==> config.mk <==
export PLATFORM = sky130hd
export DESIGN_NAME = clock_digit_ctrl
export DESIGN_NICKNAME = d
export VERILOG_FILES = /design/src/rtl/clock_pkg.sv /design/src/rtl/bcd2_counter.sv /design/src/rtl/clock_digit_ctrl.sv
export SDC_FILE = /design/constraint.sdc
export NUM_CORES = 1
export LEC_CHECK = 0
export ABC_AREA = 1
export BUFFER_PORTS_ARGS = -buffer_cell sky130_fd_sc_hd__buf_2
export CORE_UTILIZATION = 51
export DETAILED_ROUTE_END_ITERATION = 10
export GPL_TIMING_DRIVEN = 0
export PLACE_DENSITY_LB_ADDON = 0.25
export SLEW_MARGIN = 20
export SYNTH_ARGS = -nofsm -noshare
export SYNTH_HDL_FRONTEND = slang
export SYNTH_SLANG_ARGS = --single-unit
==> constraint.sdc <==
create_clock -name clk -period 2.35 [get_ports clk]
set_input_delay 0.3525 -clock clk [delete_from_list [all_inputs] [get_ports clk]]
set_output_delay 0.3525 -clock clk [all_outputs]
set_load 0.01 [all_outputs]
==> src/rtl/clock_pkg.sv <==
// clock_pkg: definitions shared by the clock controller and the text renderer.
//   mode_t     - operating mode encoding (RUN / SET_HR / SET_MIN); 2'd3 is unused
//   *_MAX      - inclusive upper limits of the time fields
//   next_mode  - mode reached on a mode-button press
package clock_pkg;

  typedef enum logic [1:0] {
    MODE_RUN     = 2'd0,
    MODE_SET_HR  = 2'd1,
    MODE_SET_MIN = 2'd2
  } mode_t;

  localparam int HOUR_MAX = 23;
  localparam int MIN_MAX  = 59;
  localparam int SEC_MAX  = 59;

  // Any encoding outside the cycle (including the unused one) falls back to RUN.
  function automatic mode_t next_mode(input mode_t cur);
    case (cur)
      MODE_RUN:    return MODE_SET_HR;
      MODE_SET_HR: return MODE_SET_MIN;
      default:     return MODE_RUN;
    endcase
  endfunction

endpackage

==> src/rtl/bcd2_counter.sv <==
// bcd2_counter: two-digit BCD counter, 0..MAX_VAL, wrapping back to 00.
//   clk, reset  - clock and synchronous active-high reset
//   inc         - advance by one this cycle
//   clr         - force to 00 (wins over inc)
//   tens, units - current BCD digits
//   carry       - combinational; high when inc wraps the counter from MAX_VAL
module bcd2_counter #(
  parameter int MAX_VAL = 59
) (
  input  logic       clk,
  input  logic       reset,
  input  logic       inc,
  input  logic       clr,
  output logic [3:0] tens,
  output logic [3:0] units,
  output logic       carry
);

  localparam logic [3:0] MAX_TENS  = 4'(MAX_VAL / 10);
  localparam logic [3:0] MAX_UNITS = 4'(MAX_VAL % 10);

  logic [3:0] tens_q, tens_d;
  logic [3:0] units_q, units_d;
  logic       at_max;

  always_comb begin
    at_max  = (tens_q == MAX_TENS) && (units_q == MAX_UNITS);
    tens_d  = tens_q;
    units_d = units_q;
    if (clr) begin
      tens_d  = 4'd0;
      units_d = 4'd0;
    end else if (inc) begin
      if (at_max) begin
        tens_d  = 4'd0;
        units_d = 4'd0;
      end else if (units_q == 4'd9) begin
        tens_d  = tens_q + 4'd1;
        units_d = 4'd0;
      end else begin
        units_d = units_q + 4'd1;
      end
    end
  end

  always_ff @(posedge clk) begin
    if (reset) begin
      tens_q  <= 4'd0;
      units_q <= 4'd0;
    end else begin
      tens_q  <= tens_d;
      units_q <= units_d;
    end
  end

  assign tens  = tens_q;
  assign units = units_q;
  assign carry = inc & ~clr & at_max;

endmodule

==> src/rtl/clock_digit_ctrl.sv <==
// clock_digit_ctrl: 24-hour HH:MM clock with button-driven time setting.
//   clk, reset        - clock and synchronous active-high reset
//   btn_mode, btn_inc - debounced button levels; rising edges are the events
//   frame_tick        - start of vertical blanking; display registers reload here
//   dig0..dig3        - displayed BCD digits H-tens, H-units, M-tens, M-units
//   blank_hr/min      - blink requests for the field being edited
//   mode              - 0 RUN, 1 SET_HR, 2 SET_MIN
module clock_digit_ctrl #(
  parameter int CLK_HZ    = 50000000,
  parameter int BLINK_DIV = CLK_HZ / 4
) (
  input  logic       clk,
  input  logic       reset,
  input  logic       btn_mode,
  input  logic       btn_inc,
  input  logic       frame_tick,
  output logic [3:0] dig0,
  output logic [3:0] dig1,
  output logic [3:0] dig2,
  output logic [3:0] dig3,
  output logic       blank_hr,
  output logic       blank_min,
  output logic [1:0] mode
);
  import clock_pkg::*;

  localparam int PW = (CLK_HZ > 1) ? $clog2(CLK_HZ) : 1;
  localparam int BW = (BLINK_DIV > 1) ? $clog2(BLINK_DIV) : 1;

  mode_t           state_q, state_d;
  logic            btn_mode_q, btn_inc_q;
  logic [PW-1:0]   presc_q, presc_d;
  logic [BW-1:0]   blink_cnt_q, blink_cnt_d;
  logic            phase_q, phase_d;
  logic [3:0]      dig0_q, dig0_d, dig1_q, dig1_d, dig2_q, dig2_d, dig3_q, dig3_d;
  logic            blank_hr_q, blank_hr_d, blank_min_q, blank_min_d;

  logic mode_edge, inc_edge, in_run, sec_tick;
  logic sec_carry, min_carry, hr_carry, min_inc, hr_inc;
  logic [3:0] sec_tens, sec_units, min_tens, min_units, hr_tens, hr_units;

  always_comb begin
    mode_edge = btn_mode & ~btn_mode_q;
    // A simultaneous mode press takes priority; the increment is dropped.
    inc_edge  = btn_inc & ~btn_inc_q & ~mode_edge;
    in_run    = (state_q == MODE_RUN);
    sec_tick  = in_run && (presc_q == PW'(CLK_HZ - 1));
    // Minute carry only reaches hours while running, never while editing minutes.
    min_inc   = sec_carry | ((state_q == MODE_SET_MIN) & inc_edge);
    hr_inc    = (in_run & min_carry) | ((state_q == MODE_SET_HR) & inc_edge);

    state_d = state_q;
    case (state_q)
      MODE_RUN, MODE_SET_HR, MODE_SET_MIN: if (mode_edge) state_d = next_mode(state_q);
      default: state_d = MODE_RUN;
    endcase

    // Held at zero outside RUN so timing restarts cleanly on return.
    presc_d = (!in_run || sec_tick) ? '0 : presc_q + 1'b1;

    blink_cnt_d = blink_cnt_q + 1'b1;
    phase_d     = phase_q;
    if (mode_edge) begin
      blink_cnt_d = '0;
      phase_d     = 1'b0;
    end else if (blink_cnt_q == BW'(BLINK_DIV - 1)) begin
      blink_cnt_d = '0;
      phase_d     = ~phase_q;
    end

    dig0_d      = dig0_q;
    dig1_d      = dig1_q;
    dig2_d      = dig2_q;
    dig3_d      = dig3_q;
    blank_hr_d  = blank_hr_q;
    blank_min_d = blank_min_q;
    if (frame_tick) begin
      dig0_d      = hr_tens;
      dig1_d      = hr_units;
      dig2_d      = min_tens;
      dig3_d      = min_units;
      blank_hr_d  = (state_q == MODE_SET_HR) & phase_q;
      blank_min_d = (state_q == MODE_SET_MIN) & phase_q;
    end
  end

  always_ff @(posedge clk) begin
    if (reset) begin
      state_q     <= MODE_RUN;
      btn_mode_q  <= 1'b0;
      btn_inc_q   <= 1'b0;
      presc_q     <= '0;
      blink_cnt_q <= '0;
      phase_q     <= 1'b0;
      dig0_q      <= 4'd0;
      dig1_q      <= 4'd0;
      dig2_q      <= 4'd0;
      dig3_q      <= 4'd0;
      blank_hr_q  <= 1'b0;
      blank_min_q <= 1'b0;
    end else begin
      state_q     <= state_d;
      btn_mode_q  <= btn_mode;
      btn_inc_q   <= btn_inc;
      presc_q     <= presc_d;
      blink_cnt_q <= blink_cnt_d;
      phase_q     <= phase_d;
      dig0_q      <= dig0_d;
      dig1_q      <= dig1_d;
      dig2_q      <= dig2_d;
      dig3_q      <= dig3_d;
      blank_hr_q  <= blank_hr_d;
      blank_min_q <= blank_min_d;
    end
  end

  bcd2_counter #(.MAX_VAL(SEC_MAX)) u_sec (
    .clk(clk), .reset(reset), .inc(sec_tick), .clr(~in_run),
    .tens(sec_tens), .units(sec_units), .carry(sec_carry)
  );

  bcd2_counter #(.MAX_VAL(MIN_MAX)) u_min (
    .clk(clk), .reset(reset), .inc(min_inc), .clr(1'b0),
    .tens(min_tens), .units(min_units), .carry(min_carry)
  );

  bcd2_counter #(.MAX_VAL(HOUR_MAX)) u_hr (
    .clk(clk), .reset(reset), .inc(hr_inc), .clr(1'b0),
    .tens(hr_tens), .units(hr_units), .carry(hr_carry)
  );

  // Seconds digits are never displayed and hours have nothing to carry into.
  logic unused_fields;
  assign unused_fields = ^{sec_tens, sec_units, hr_carry};

  assign dig0      = dig0_q;
  assign dig1      = dig1_q;
  assign dig2      = dig2_q;
  assign dig3      = dig3_q;
  assign blank_hr  = blank_hr_q;
  assign blank_min = blank_min_q;
  assign mode      = state_q;

endmodule

# Yosys cells after proc, flatten, opt, wreduce, memory -nomap -nowiden
# Cells that the tools add are included.
[totals]
latch_bits = 0
inputBits = 5
mem_count = 0
rom_bits = 0
ramBits = 0
regBits = 97
[op_classes]
bitwise_logic = 19
muxes = 13
n_addsub = 8
n_lt_le_gt_ge = 0
shifts = 0
n_mul = 0
div_mod_pow = 0
reduce_logical = 19
n_eq_ne = 11
[op_table]
columns = ["cell", "count"]
rows = [
  ["$mux 4", 12],
  ["$add 26x1->26 const B", 1],
  ["$eq 26x26->1 const B", 1],
  ["$add 24x1->24 const B", 1],
  ["$add 4x1->4 const B", 6],
  ["$eq 24x24->1 const B", 1],
  ["$eq 4x4->1 const B", 3],
  ["$and 1x1->1", 11],
  ["$eq 4x2->1 const B", 2],
  ["$eq 4x3->1 const B", 2],
  ["$reduce_or 2->1", 4],
  ["$not 1->1", 6],
  ["$reduce_and 2->1", 3],
  ["$reduce_bool 2->1", 3],
  ["$reduce_or 3->1", 2],
  ["$logic_and 1x1->1", 4],
  ["$pmux 2 s2", 1],
  ["$eq 2x1->1 const B", 1],
  ["$eq 2x2->1 const B", 1],
  ["$logic_not 2->1", 1],
  ["$or 1x1->1", 2],
  ["$logic_not 1->1", 1],
  ["$logic_or 1x1->1", 1],
]

# Depth between registers and ports, before layout
# Gate-level depths: netlist of run 1.
[depth]
depth_word = 10
depth_mapped = 13
ltp_nobuf = 13

# Cells and area by module
# From an unflattened synthesis of run 1, not the netlist that was laid out.
[hier_totals]
hier_cells = 704
area_unflattened_um2 = 4946.0
[by_module_without_submodules]
columns = ["module", "area_per_inst_um2", "cells_each", "instances"]
rows = [
  ["clock_digit_ctrl", 3583.4, 510, 1],
  ["bcd2_counter at u_min ...", 442.9, 65, 2],
  ["bcd2_counter at u_hr", 476.7, 64, 1],
]

# Worst setup path before layout of run 1
# Ideal clock, no wire load.
[synth_path]
path_type = "reg-to-reg"
from = "reg presc_q[0]"
to = "reg u_hr.tens_q[0], in the netlist u_hr.tens[0]"
setup_slack_ns = 0.693
t_arrival_ns = 1.542
required_ns = 2.235
n_path_buf = 1
setup_time_ns = 0.115
stages_incl_launch_ff = 14
cell_sequence = "dfxtp_1 ha_1 nand2_1 nor2_4 nand2_2 nor2_4 nand4_4 nand2_4 nand2_4 nand2_4 buf_8 nand3_1 nand2_1 nor2_1"
[synth_via]
elab_chain_cells = 9
[synth_lines]
columns = ["item", "line_no", "source"]
rows = [
  ["start, declared", "clock_digit_ctrl.sv:32", "logic [PW-1:0] presc_q, presc_d;"],
  ["start signal, assigned", "clock_digit_ctrl.sv:105", "presc_q <= presc_d;"],
  ["$eq 26x26->1", "clock_digit_ctrl.sv:47", "sec_tick = in_run && (presc_q == PW'(CLK_HZ - 1));"],
  ["$logic_and 1x1->1", "clock_digit_ctrl.sv:47", ""],
  ["$and 1x1->1 (2 in a row)", "bcd2_counter.sv:58", "assign carry = inc & ~clr & at_max;"],
  ["$or 1x1->1", "clock_digit_ctrl.sv:49", "min_inc = sec_carry | ((state_q == MODE_SET_MIN) & inc_edge);"],
  ["$and 1x1->1", "bcd2_counter.sv:58", ""],
  ["$and 1x1->1", "clock_digit_ctrl.sv:50", "hr_inc = (in_run & min_carry) | ((state_q == MODE_SET_HR) & inc_edge);"],
  ["$or 1x1->1", "clock_digit_ctrl.sv:50", ""],
  ["$reduce_and 2->1 (no source line)", "n/a", ""],
  ["end signal, assigned", "bcd2_counter.sv:51", "tens_q <= tens_d;"],
  ["end, declared", "bcd2_counter.sv:22", "logic [3:0] tens_q, tens_d;"],
]
# No other way between the ends.
# A chain may end at the register's enable or synchronous reset.

# Worst setup path after layout of run 1
[layout_path]
from = "reg presc_q[0]"
to = "reg u_min.tens_q[2], in the netlist u_min.tens[2]"
[layout_via]
elab_chain_cells = 6
[layout_lines]
columns = ["item", "line_no"]
rows = [
  ["$eq 26x26->1", "clock_digit_ctrl.sv:47"],
  ["$logic_and 1x1->1", "clock_digit_ctrl.sv:47"],
  ["$and 1x1->1 (2 in a row)", "bcd2_counter.sv:58"],
  ["$or 1x1->1", "clock_digit_ctrl.sv:49"],
  ["$reduce_and 2->1 (no source line)", "n/a"],
  ["end signal, assigned", "bcd2_counter.sv:51"],
  ["end, declared", "bcd2_counter.sv:22"],
]
# No other way between the ends.

==> results of run 1 <==
sequential cells by signal (all words and copies together), names as in the netlist:
| register | count |
|---|---|
| blank_hr | 1 |
| blank_min | 1 |
| blink_cnt_q | 24 |
| btn_inc_q | 1 |
| btn_mode_q | 1 |
| dig0 | 4 |
| dig1 | 4 |
| dig2 | 4 |
| dig3 | 4 |
| mode | 2 |
| phase_q | 1 |
| presc_q | 26 |
| u_hr.tens | 4 |
| u_hr.units | 4 |
| u_min.tens | 4 |
| u_min.units | 4 |
| u_sec.tens | 4 |
| u_sec.units | 4 |
layer usage:
layer  vias to the layer above  global-route usage, %  routed length, microns
li1                       2118                      -                       -
met3                        11                   4.15                     287
met5                         -                      0                       0
met2                        56                   34.4                    4250
met4                         0                   5.63                      99
met1                      1801                   26.8                    4490
worst max-delay path by stage:
stage / slack, ns / endpoint
after floorplan: 0.69 / u_hr.tens[0]$_SDFFE_PP0P_
after global placement: 0.50 / u_min.tens[2]$_SDFFE_PP0P_
after detailed placement: 0.43 / u_min.tens[2]$_SDFFE_PP0P_
after CTS: 0.42 / u_min.tens[2]$_SDFFE_PP0P_
after global routing: 0.21 / presc_q[12]$_SDFF_PP0_
final: 0.44 / u_min.tens[2]$_SDFFE_PP0P_
area by class of cell:
type                       count  area, sq um  share of cell area [%]
multi-input combinational    443         2400                    46.4
sequential                    97         1940                    37.5
inverter                      82          308                    5.95
clock buffer                  10          138                    2.66
tap                          108          135                    2.61
timing repair buffer          23          115                    2.22
clock inverter                 6         67.6                    1.31
buffer                        12         67.6                    1.31
cells in the final DEF (no fill, tap or decap), types with 13 or more instances in the layout:
cell type,netlist,routed
dfxtp_1,97,97
xor2_1,13,13
o21ai_0,29,29
nand3_1,34,34
nor2_1,91,91
ha_1,14,14
nand2_1,99,99
a21oi_1,44,44
buf_2,3,26
inv_1,76,76
nor3_1,28,28
through the flow:
step | hold slack (ns) | worst slack (ns) | utilization, % | instances
after global placement | 0.431 | 0.505 | 56.2 | 765
after floorplan | 0.417 | 0.693 | - | 634
after global routing | 0.234 | 0.207 | 58.5 | 781
after detailed placement | 0.440 | 0.430 | 56.2 | 765
after CTS | 0.224 | 0.420 | 58.5 | 781
final | 0.230 | 0.439 | 58.5 | 781
power by group through the flow:
stage,logic (mW),clock network [mW],registers (mW)
6_report,0.172,1.10,1.69
3_5_place_dp,0.172,0,1.73
3_3_place_gp,0.170,0,1.73
4_1_cts,0.173,1.13,1.69
5_1_grt,0.194,1.20,1.70
2_1_floorplan,0.111,0,1.74
kinds of logic after synthesis:
family | count (synthesis) | share of synthesized area (%)
buffers and inverters | 94 | 7.96
AOI/OAI and AO/OA | 90 | 10.1
adders and majority gates | 14 | 3.71
and+or+nand+nor | 318 | 33.2
xor gates and xnor gates | 21 | 3.90
DFF | 97 | 41.2
critical path: cells and delay by family (launching register included):
kind / cells / cell delay, ns
flops: 1 / 0.37
simple gates: 8 / 0.91
fa+ha+maj: 1 / 0.17
compound gates: 1 / 0.35
==> flow_summary.yaml, run 1 <==
status:
  result_of_the_run: "finished, final reports clean"
yosys:
  dominantRegCellSynth: "dfxtp_1"
  synth_area_leaders: "dfxtp_1, nand2_1, nor2_1"
  synthArstFlopShare_pct: 0
  synth_largest_area_cell: "dfxtp_1"
  synthDistinctLibCells: 37
  yosys_register_bits: 97
  synthesis.area_sq_um: 4720
  synth_edf_count: 0
  synth_most_common_cell: "nand2_1"
  cells_after_synth: 634
  synthesis.area_per_instance_sq_um: 7.44
  syn_nets: 653
  synth_sequential_area_ratio_pct: 41.2
  ys.warnings.count: 0
  post_synth_most_frequent_cells: "nand2_1, dfxtp_1, nor2_1"
  synth_top_area_share_pct: 41.2
cts:
  cts.htree.levels: 3
  cts_buf_count: 9
  postCtsSetupRepairBufs: 0
  clock-root-buffer: "clkbuf_8"
  tritoncts: "yes"
  cts.clk_slew.worst_paths_ns: 0.10
  clock_path_buffers: 2
  post_cts_hold_buffer_count: 0
  ctsResizeCount: 0
  clk-insertion-delay-late_ns: 0.36
  clock_sink_count: 97
placed_design:
  port_buffers: 23
  detailed_place.area_sq_um: 4970
  routability_cong: 0.902
  hpwlAfterDp_mm: 6.88
routing:
  detailedRoute.firstIterationViolations: 142
  wl_mm: 9.13
  avgRoutedWirePerCell_microns: 11.7
  drcViolationCount: 0
  detailroute.via_count: 3986
  drt_first_pass_iters: 6
  drt.antenna.violating_nets: 0
  viasPerCell: 5.10
finish:
  diodes: 0
  final_net_count: 687
  final_layout_size_suffix_gt1_share_pct: 14.0
  syn2layout_area_growth_pct: 9.65
  fillers: 831
  design_area_sq_um: 5170
power_and_ir_drop:
  p_sw_share_pct: 24.1
  max-vdd-ir-drop_mv: 0.406
  sequential_share_of_power_pct: 57.1
  power_density_nw_per_um2: 573
  total_power_mw: 2.96
  p_leak_nw: 1.98
  power_frac_comb_pct: 5.8
  p_clk_share_pct: 37.1
  power.net_switching_mw: 0.714
  internal_power_mw: 2.25
timing:
  slew_violations: 0
  slew_headroom_pct: 66.7
  post_route_fraction_of_the_period_consumed_by_the_critical_path_pct: 81.3
  finalHoldViolCount: 0
  min_period_ns: 1.91
  tightest_slew_ns: 0.499
  sum_of_negative_setup_slack_ns: 0
  final_report_setup_violation_count: 0
  rsz0062_at_grt: "false"
  clock_skew_ns: 0.0121
  clock.fmax_ghz: 0.523
min_path:
  min-delay-start: "btn_inc"
  hold_depth: 3
  worst_hold_path.endpoint: "btn_inc_q$_SDFF_PP0_"
  min_path_type: "primary input to flop"
grt:
  groute.usage.overall_pct: 20.5
  initial_antenna_violation_count: 0
  pin_count_of_the_biggest_net_entering_global_routing: 17
  global_route_wire_length_before_repair_mm: 16.4
  global_route.overflow_total: 0
  number_of_global_route_vias_before_repair: 3782
job:
  max_cap_viol_count: 0
floorplan:
  die_area_sq_um: 9640
  floorplan.die.height_microns: 98.2
  std_cell_rows: 34
  placeableCoreArea_sq_um: 8850
  design.portCount: 25
  floorplan.die.width_microns: 98.2
  floorplan.initialDensity_pct: 53.3
worst_setup_path:
  required_ns: 2.60
  critical_path_source_type: "flop"
  rrSetupSlack_ns: 0.44
  cp-end-kind: "flop"
  cp_data_arrival_time_ns: 2.16
  critical_path.max_stage_delay_ns: 0.37
  criticalPathCategory: "flop to flop"
  worst_r2r_path_depth: 10
  worst_r2r_startpoint: "presc_q[0]$_SDFF_PP0_"
  timing.critical_path.fanout_max: 10
  cp_cell_sequence: "ha_1 > nand2_1 > nor2_4 > nand2_2 > nor2_4 > nand4_4 > nand2_4 > nand2_4 > o21ai_0 > nor2_1"
  cpMaxStageDelayCell: "dfxtp_1"
  critical_path.startpoint: "presc_q[0]$_SDFF_PP0_"
  critical_path.reg2reg.endpoint: "u_min.tens[2]$_SDFFE_PP0P_"
(Power assumes the default switching activity.)
==> run 2: changes to the inputs <==
==> constraint.sdc (replaced) <==
create_clock -name clk -period 1.6 [get_ports clk]
set_input_delay 0.24 -clock clk [delete_from_list [all_inputs] [get_ports clk]]
set_output_delay 0.24 -clock clk [all_outputs]
set_load 0.01 [all_outputs]
==> run 2 against run 1 <==
Effect of this change:
- the run now ends with setup timing left
- global-route usage is 2.4 points higher
- sequential share of layout area decreased by 5.0 points
- utilization rose by 11 points
- routed wire length increased by 29%
- critical path depth up 2
- critical endpoint is now u_hr.units[2]$_SDFFE_PP0P_
- largest cell class unchanged
- largest power group unchanged
==> flow_summary.yaml, run 2 (synthesis results as in run 1) <==
status:
  result_of_the_run: "complete, but fails checks"
  violations: "setup timing"
grt:
  global_route.overflow_total: 0
  number_of_global_route_vias_before_repair: 4117
  pin_count_of_the_biggest_net_entering_global_routing: 18
  groute.usage.overall_pct: 22.8
  global_route_wire_length_before_repair_mm: 18.2
  initial_antenna_violation_count: 0
finish:
  top_register: "presc_q"
  most_common_cell_after_layout_fill_and_taps_aside: "nor2_1"
  layout.cells.most_common_list: "nor2_1, nand2_1, inv_1"
  syn2layout_area_growth_pct: 30.1
  utilization_pct: 69.4
  largest_register_ffs: 26
  final_layout_size_suffix_gt1_share_pct: 34.3
  final_net_count: 726
  diodes: 0
  largestRegisters: "presc_q x26, blink_cnt_q x24"
routing:
  detailroute.via_count: 4412
  detailedRoute.firstIterationViolations: 162
  drt.antenna.violating_nets: 0
  viasPerCell: 5.38
  drcViolationCount: 0
  drt_first_pass_iters: 7
  wl_mm: 11.8
  avgRoutedWirePerCell_microns: 14.3
worst_setup_path:
  rrSetupSlack_ns: -0.16
  critical_path_source_type: "flop"
  cp-end-kind: "flop"
  worst_r2r_startpoint: "presc_q[18]$_SDFF_PP0_"
  criticalPathCategory: "flop to flop"
  required_ns: 1.88
  cp_data_arrival_time_ns: 2.03
  critical_path.reg2reg.endpoint: "u_hr.units[2]$_SDFFE_PP0P_"
  timing.critical_path.fanout_max: 5
  worst_r2r_path_depth: 12
power_and_ir_drop:
  power_density_nw_per_um2: 745
  max-vdd-ir-drop_mv: 0.468
  p_leak_nw: 2.46
min_path:
  min_path_type: "primary input to flop"
  hold_depth: 3
  min-delay-start: "btn_inc"
  worst_hold_path.endpoint: "btn_inc_q$_SDFF_PP0_"
cts:
  clock_sink_count: 97
  cts_buf_count: 9
  clock_path_buffers: 2
  clock-root-buffer: "clkbuf_8"
  cts.htree.levels: 3
  clk-insertion-delay-late_ns: 0.38
  post_cts_hold_buffer_count: 0
  cts.clk_slew.worst_paths_ns: 0.10
  tritoncts: "yes"
placed_design:
  hpwlAfterDp_mm: 7.05
  routability_cong: 0.868
  port_buffers: 23
  preCtsSetupSlack_ns: -0.223
floorplan:
  floorplan.die.width_microns: 98.2
  std_cell_rows: 34
  design.portCount: 25
  floorplan.initialDensity_pct: 53.3
  floorplan.die.height_microns: 98.2
  placeableCoreArea_sq_um: 8850
  die_area_sq_um: 9640
timing:
  tightest_slew_ns: 0.573
  postLayoutSetupSlackWorst_ns: -0.156
  clock.fmax_ghz: 0.570
  rsz0062_at_grt: "true"
  post_route_fraction_of_the_period_consumed_by_the_critical_path_pct: 110
  finalHoldViolCount: 0
  slew_headroom_pct: 61.8
  clock_skew_ns: 0.0178
  slew_violations: 0
  min_period_ns: 1.76
  final_report_setup_violation_count: 45
job:
  max_cap_viol_count: 0
run 2: changes by cell type in the layout (fill, tap and decap cells not counted), sizes merged:
cell,delta
clkbuf,+1
clkinv,-3
buf,+38
inv,+3
run 2: timing repair:
item                                    in CTS  in global routing
endpoints found under the setup margin      63                 74
cloned                                       1                  2
pin swaps                                   20                 25
setup buffers                               17                 19
hold endpoints to repair                     0                  0
resized for setup                           74                103
run 2: worst max-delay path by stage:
stage                                      startpoint                    endpoint  slack (ns)  cells past startpoint
after floorplan                 presc_q[1]$_SDFF_PP0_   u_hr.tens[0]$_SDFFE_PP0P_      -0.002                     13
after global placement     u_sec.tens[0]$_SDFFE_PP0P_  u_min.tens[2]$_SDFFE_PP0P_       -0.19                      8
after detailed placement  u_sec.units[0]$_SDFFE_PP0P_   u_hr.tens[0]$_SDFFE_PP0P_       -0.22                     11
after CTS                       presc_q[0]$_SDFF_PP0_   u_hr.tens[0]$_SDFFE_PP0P_       -0.08                     13
after global routing           presc_q[10]$_SDFF_PP0_  u_hr.units[2]$_SDFFE_PP0P_       -0.23                     12
final                          presc_q[18]$_SDFF_PP0_  u_hr.units[2]$_SDFFE_PP0P_       -0.16                     12
run 2: stage by stage:
stage,instance area [sq um],hold slack [ns],TNS (ns),cells,total power [mW]
finish,6140,0.126,-2.51,820,4.57
floorplan,4740,0.365,-0.00564,634,2.72
detailed placement,4990,0.441,-6.53,765,2.80
CTS,5590,0.112,-0.692,799,4.52
global placement,4990,0.430,-4.63,765,2.80
global route,6140,0.137,-7.57,820,4.72
run 2: area by class of cell:
class                   count  area [sq um]
multi-input cells         443          2910
fillers                   672          2710
flip-flops and latches     97          2000
repair buffers             62           475
inverters                  82           315
clock buffers              10           138
well taps                 108           135
plain buffers              12          95.1
clock inverters             6          73.8
run 2: critical path, cell delays in order, from the launching register on:
cell and delay, ns:
dfxtp_2 0.35, inv_1 0.11, nand2_1 0.09, nor2_2 0.13, nand2_1 0.12, nor2_4 0.16, nand4_4 0.10, nand2_4 0.11
nand2_4 0.08, nand2_8 0.10, buf_6 0.12, o21a_1 0.14, nor2_1 0.06
run 2: where the power goes:
| part | internal, mW | switching (mW) |
|---|---|---|
| Sequential | 2.45 | 0.0381 |
| Combinational | 0.149 | 0.215 |
| Clock | 0.788 | 0.933 |
run 2: per-layer routing:
metal	vias to the layer above	routed length, microns	global-route usage, %
met5	-	0	0
met4	0	197	6.66
met3	23	506	4.58
met2	99	5980	40.4
met1	2092	5080	28.1
li1	2198	-	-
==> run 3: changes to the inputs <==
--- a/config.mk
+++ b/config.mk
@@ -5,11 +5,10 @@
 export SDC_FILE = /design/constraint.sdc
 export NUM_CORES = 1
 export LEC_CHECK = 0
-export ABC_AREA = 1
+export ABC_AREA = 0
 export BUFFER_PORTS_ARGS = -buffer_cell sky130_fd_sc_hd__buf_2
 export CORE_UTILIZATION = 51
 export DETAILED_ROUTE_END_ITERATION = 10
-export GPL_TIMING_DRIVEN = 0
 export PLACE_DENSITY_LB_ADDON = 0.25
 export SLEW_MARGIN = 20
 export SYNTH_ARGS = -nofsm -noshare
==> run 3 against run 2 <==
Effect of this change:
- combinational power is 16% higher
- clock power is 14% lower
- the flow still finishes with violations (setup timing)
- largest power group unchanged
- die area is 4.6% lower
- fmax is 32% lower
- critical path depth is 7 lower
- utilization is 9.7 points higher
- first-iteration DRC count is 52% higher
- highest routed layer unchanged
==> flow_summary.yaml, run 3 <==
yosys:
  synthesis.area_sq_um: 4490
  synthesis.area_per_instance_sq_um: 8.74
  synthDistinctLibCells: 45
  ys.warnings.count: 0
  cells_after_synth: 514
  adder_cell_share_of_the_synthesized_area_pct: 3.90
  synth_most_common_cell: "dfxtp_1"
  syn_nets: 533
  synth-xor-area-share_pct: 9.74
  post_synth_most_frequent_cells: "dfxtp_1, nor2_1, xnor2_1"
  synth_area_leaders: "dfxtp_1, nor2_1, xnor2_1"
  synth_largest_area_cell: "dfxtp_1"
  synth_sequential_area_ratio_pct: 43.2
  synth.area.mux_share_pct: 4.73
  synth_simple_gate_area_share_pct: 29.5
  synth_top_area_share_pct: 43.2
  synthArstFlopShare_pct: 0
  yosys_register_bits: 97
  synth_edf_count: 0
  largest_family_of_logic_cells_by_synthesized_area: "simple AND/OR/NAND/NOR gates"
  synth_compound_gate_area_share_pct: 5.79
  dominantRegCellSynth: "dfxtp_1"
cts:
  clock_sink_count: 97
  cts.clk_slew.worst_paths_ns: 0.09
  cts.htree.levels: 3
  clk-insertion-delay-late_ns: 0.37
  clock_path_buffers: 2
  tritoncts: "yes"
  clock-root-buffer: "clkbuf_8"
  post_cts_hold_buffer_count: 0
  cts_buf_count: 9
worst_setup_path:
  critical_path.reg2reg.endpoint: "u_hr.units[3]$_SDFFE_PP0P_"
  cp_cell_sequence: "or4_4 > or4_4 > or4_4 > and4_4 > or4_1"
  criticalPathCategory: "flop to flop"
  critical_path.startpoint: "presc_q[10]$_SDFF_PP0_"
  worstSetupEndpoint: "u_hr.units[3]$_SDFFE_PP0P_"
  crit_top_cell: "or4_4"
  cp_data_arrival_time_ns: 2.81
  timing.critical_path.fanout_max: 2
  cpMaxStageDelayCell: "or4_4"
  critical_path.max_stage_delay_ns: 0.55
  worst_r2r_path_depth: 5
  required_ns: 1.84
  critical_path_source_type: "flop"
  rrSetupSlack_ns: -0.98
  worst_r2r_startpoint: "presc_q[10]$_SDFF_PP0_"
  cp-end-kind: "flop"
power_and_ir_drop:
  power_frac_comb_pct: 9.7
  power.net_switching_mw: 1.10
  internal_power_mw: 3.26
  p_sw_share_pct: 25.1
  total_power_mw: 4.36
  max-vdd-ir-drop_mv: 0.412
  p_clk_share_pct: 33.9
  sequential_share_of_power_pct: 56.4
  p_leak_nw: 2.68
  power_density_nw_per_um2: 657
routing:
  drt.antenna.violating_nets: 0
  avgRoutedWirePerCell_microns: 17.1
  wl_mm: 13.6
  detailedRoute.firstIterationViolations: 246
  detailroute.via_count: 4572
  drcViolationCount: 0
  viasPerCell: 5.74
  drt_first_pass_iters: 4
timing:
  postLayoutSetupSlackWorst_ns: -0.978
  rsz0062_at_grt: "true"
  final_report_setup_violation_count: 74
  clock_skew_ns: 0.0112
  min_period_ns: 2.58
  tightest_slew_ns: 0.713
  post_route_fraction_of_the_period_consumed_by_the_critical_path_pct: 161
  sum_of_negative_setup_slack_ns: -47.03
  slew_violations: 0
  finalHoldViolCount: 0
  finalHoldWorstSlack_ns: 0.107
  slew_headroom_pct: 52.1
  clock.fmax_ghz: 0.388
floorplan:
  placeableCoreArea_sq_um: 8380
  floorplan.die.height_microns: 95.9
  floorplan.initialDensity_pct: 53.6
  die_area_sq_um: 9190
  floorplan.die.width_microns: 95.9
  std_cell_rows: 33
  design.portCount: 25
finish:
  largest_register_ffs: 26
  top_register: "presc_q"
  final_net_count: 706
  layout.cells.most_common_list: "buf_4, dfxtp_1, nor2_1"
  diodes: 0
  fillers: 499
  largestRegisters: "presc_q x26, blink_cnt_q x24"
  syn2layout_area_growth_pct: 47.5
  utilization_pct: 79.1
  most_common_cell_after_layout_fill_and_taps_aside: "buf_4"
  final_layout_size_suffix_gt1_share_pct: 41.0
placed_design:
  hpwlAfterDp_mm: 7.61
  port_buffers: 24
  routability_cong: 0.853
  preCtsSetupSlack_ns: -0.887
status:
  violations: "setup timing"
  result_of_the_run: "complete, but fails checks"
grt:
  initial_antenna_violation_count: 0
  number_of_global_route_vias_before_repair: 4177
  pin_count_of_the_biggest_net_entering_global_routing: 21
  global_route_wire_length_before_repair_mm: 19.0
  groute.usage.overall_pct: 26.7
  global_route.overflow_total: 0
min_path:
  min_path_type: "primary input to flop"
job:
  max_cap_viol_count: 0
run 3: power by group through the flow:
| stage | logic [mW] | clock network, mW | registers, mW |
|---|---|---|---|
| after floorplan | 0.140 | 0 | 2.52 |
| after global placement | 0.261 | 0 | 2.51 |
| after detailed placement | 0.270 | 0 | 2.51 |
| after CTS | 0.356 | 1.47 | 2.46 |
| after global routing | 0.446 | 1.59 | 2.46 |
| final | 0.424 | 1.48 | 2.45 |
run 3: routing by layer:
metal	track usage [%]	routed length [microns]	up-vias
li1	-	-	2137
met3	5.92	654	48
met4	9.58	515	0
met5	0	0	-
met1	32.1	5580	2215
met2	46.7	6860	172
run 3: repair_timing:
item	in CTS	in global routing
setup endpoints to repair	74	74
gates cloned	3	3
resized for setup	42	69
pin swaps	21	29
endpoints found under the hold margin	0	0
buffers inserted	15	12
run 3: worst min-delay path by stage:
stage / from / cells past startpoint / to / slack [ns]
final: btn_inc / 2 / btn_inc_q$_SDFF_PP0_ / 0.11
after global routing: btn_inc / 2 / btn_inc_q$_SDFF_PP0_ / 0.11
after CTS: btn_inc / 2 / btn_inc_q$_SDFF_PP0_ / 0.10
after detailed placement: blank_hr$_SDFFE_PP0P_ / 2 / blank_hr$_SDFFE_PP0P_ / 0.46
after global placement: blank_hr$_SDFFE_PP0P_ / 2 / blank_hr$_SDFFE_PP0P_ / 0.46
after floorplan: btn_inc / 1 / btn_inc_q$_SDFF_PP0_ / 0.37
run 3: critical path: cells and delay by family (launching register included):
kind / cells / cell delay, ns
flip-flops: 1 / 0.34
AND/OR/NAND/NOR: 5 / 2.10
run 3: layout make-up:
type / instances / area [sq um] / area share, %
clock buffers: 12 / 145 / 2.19
clock inverters: 4 / 28.8 / 0.434
inverters: 17 / 63.8 / 0.962
multi-input cells: 381 / 2810 / 42.4
flip-flops and latches: 97 / 1960 / 29.6
well taps: 105 / 131 / 1.98
repair buffers: 181 / 1490 / 22.5
run 3: through the flow:
step                area, sq um  std cells
floorplan                  4620        514
CTS                        6290        787
finish                     6630        797
global placement           5760        754
detailed placement         5760        754
global route               6630        797
run 3: cells by family (layout without fill, tap and decap cells):
kind of cell / after synthesis / count (layout)
DFF: 97 / 97
muxes: 21 / 21
buffers and inverters: 36 / 214
AOI/OAI and AO/OA: 43 / 43
xor gates and xnor gates: 50 / 50
adders and majority gates: 14 / 14
and+or+nand+nor: 253 / 253
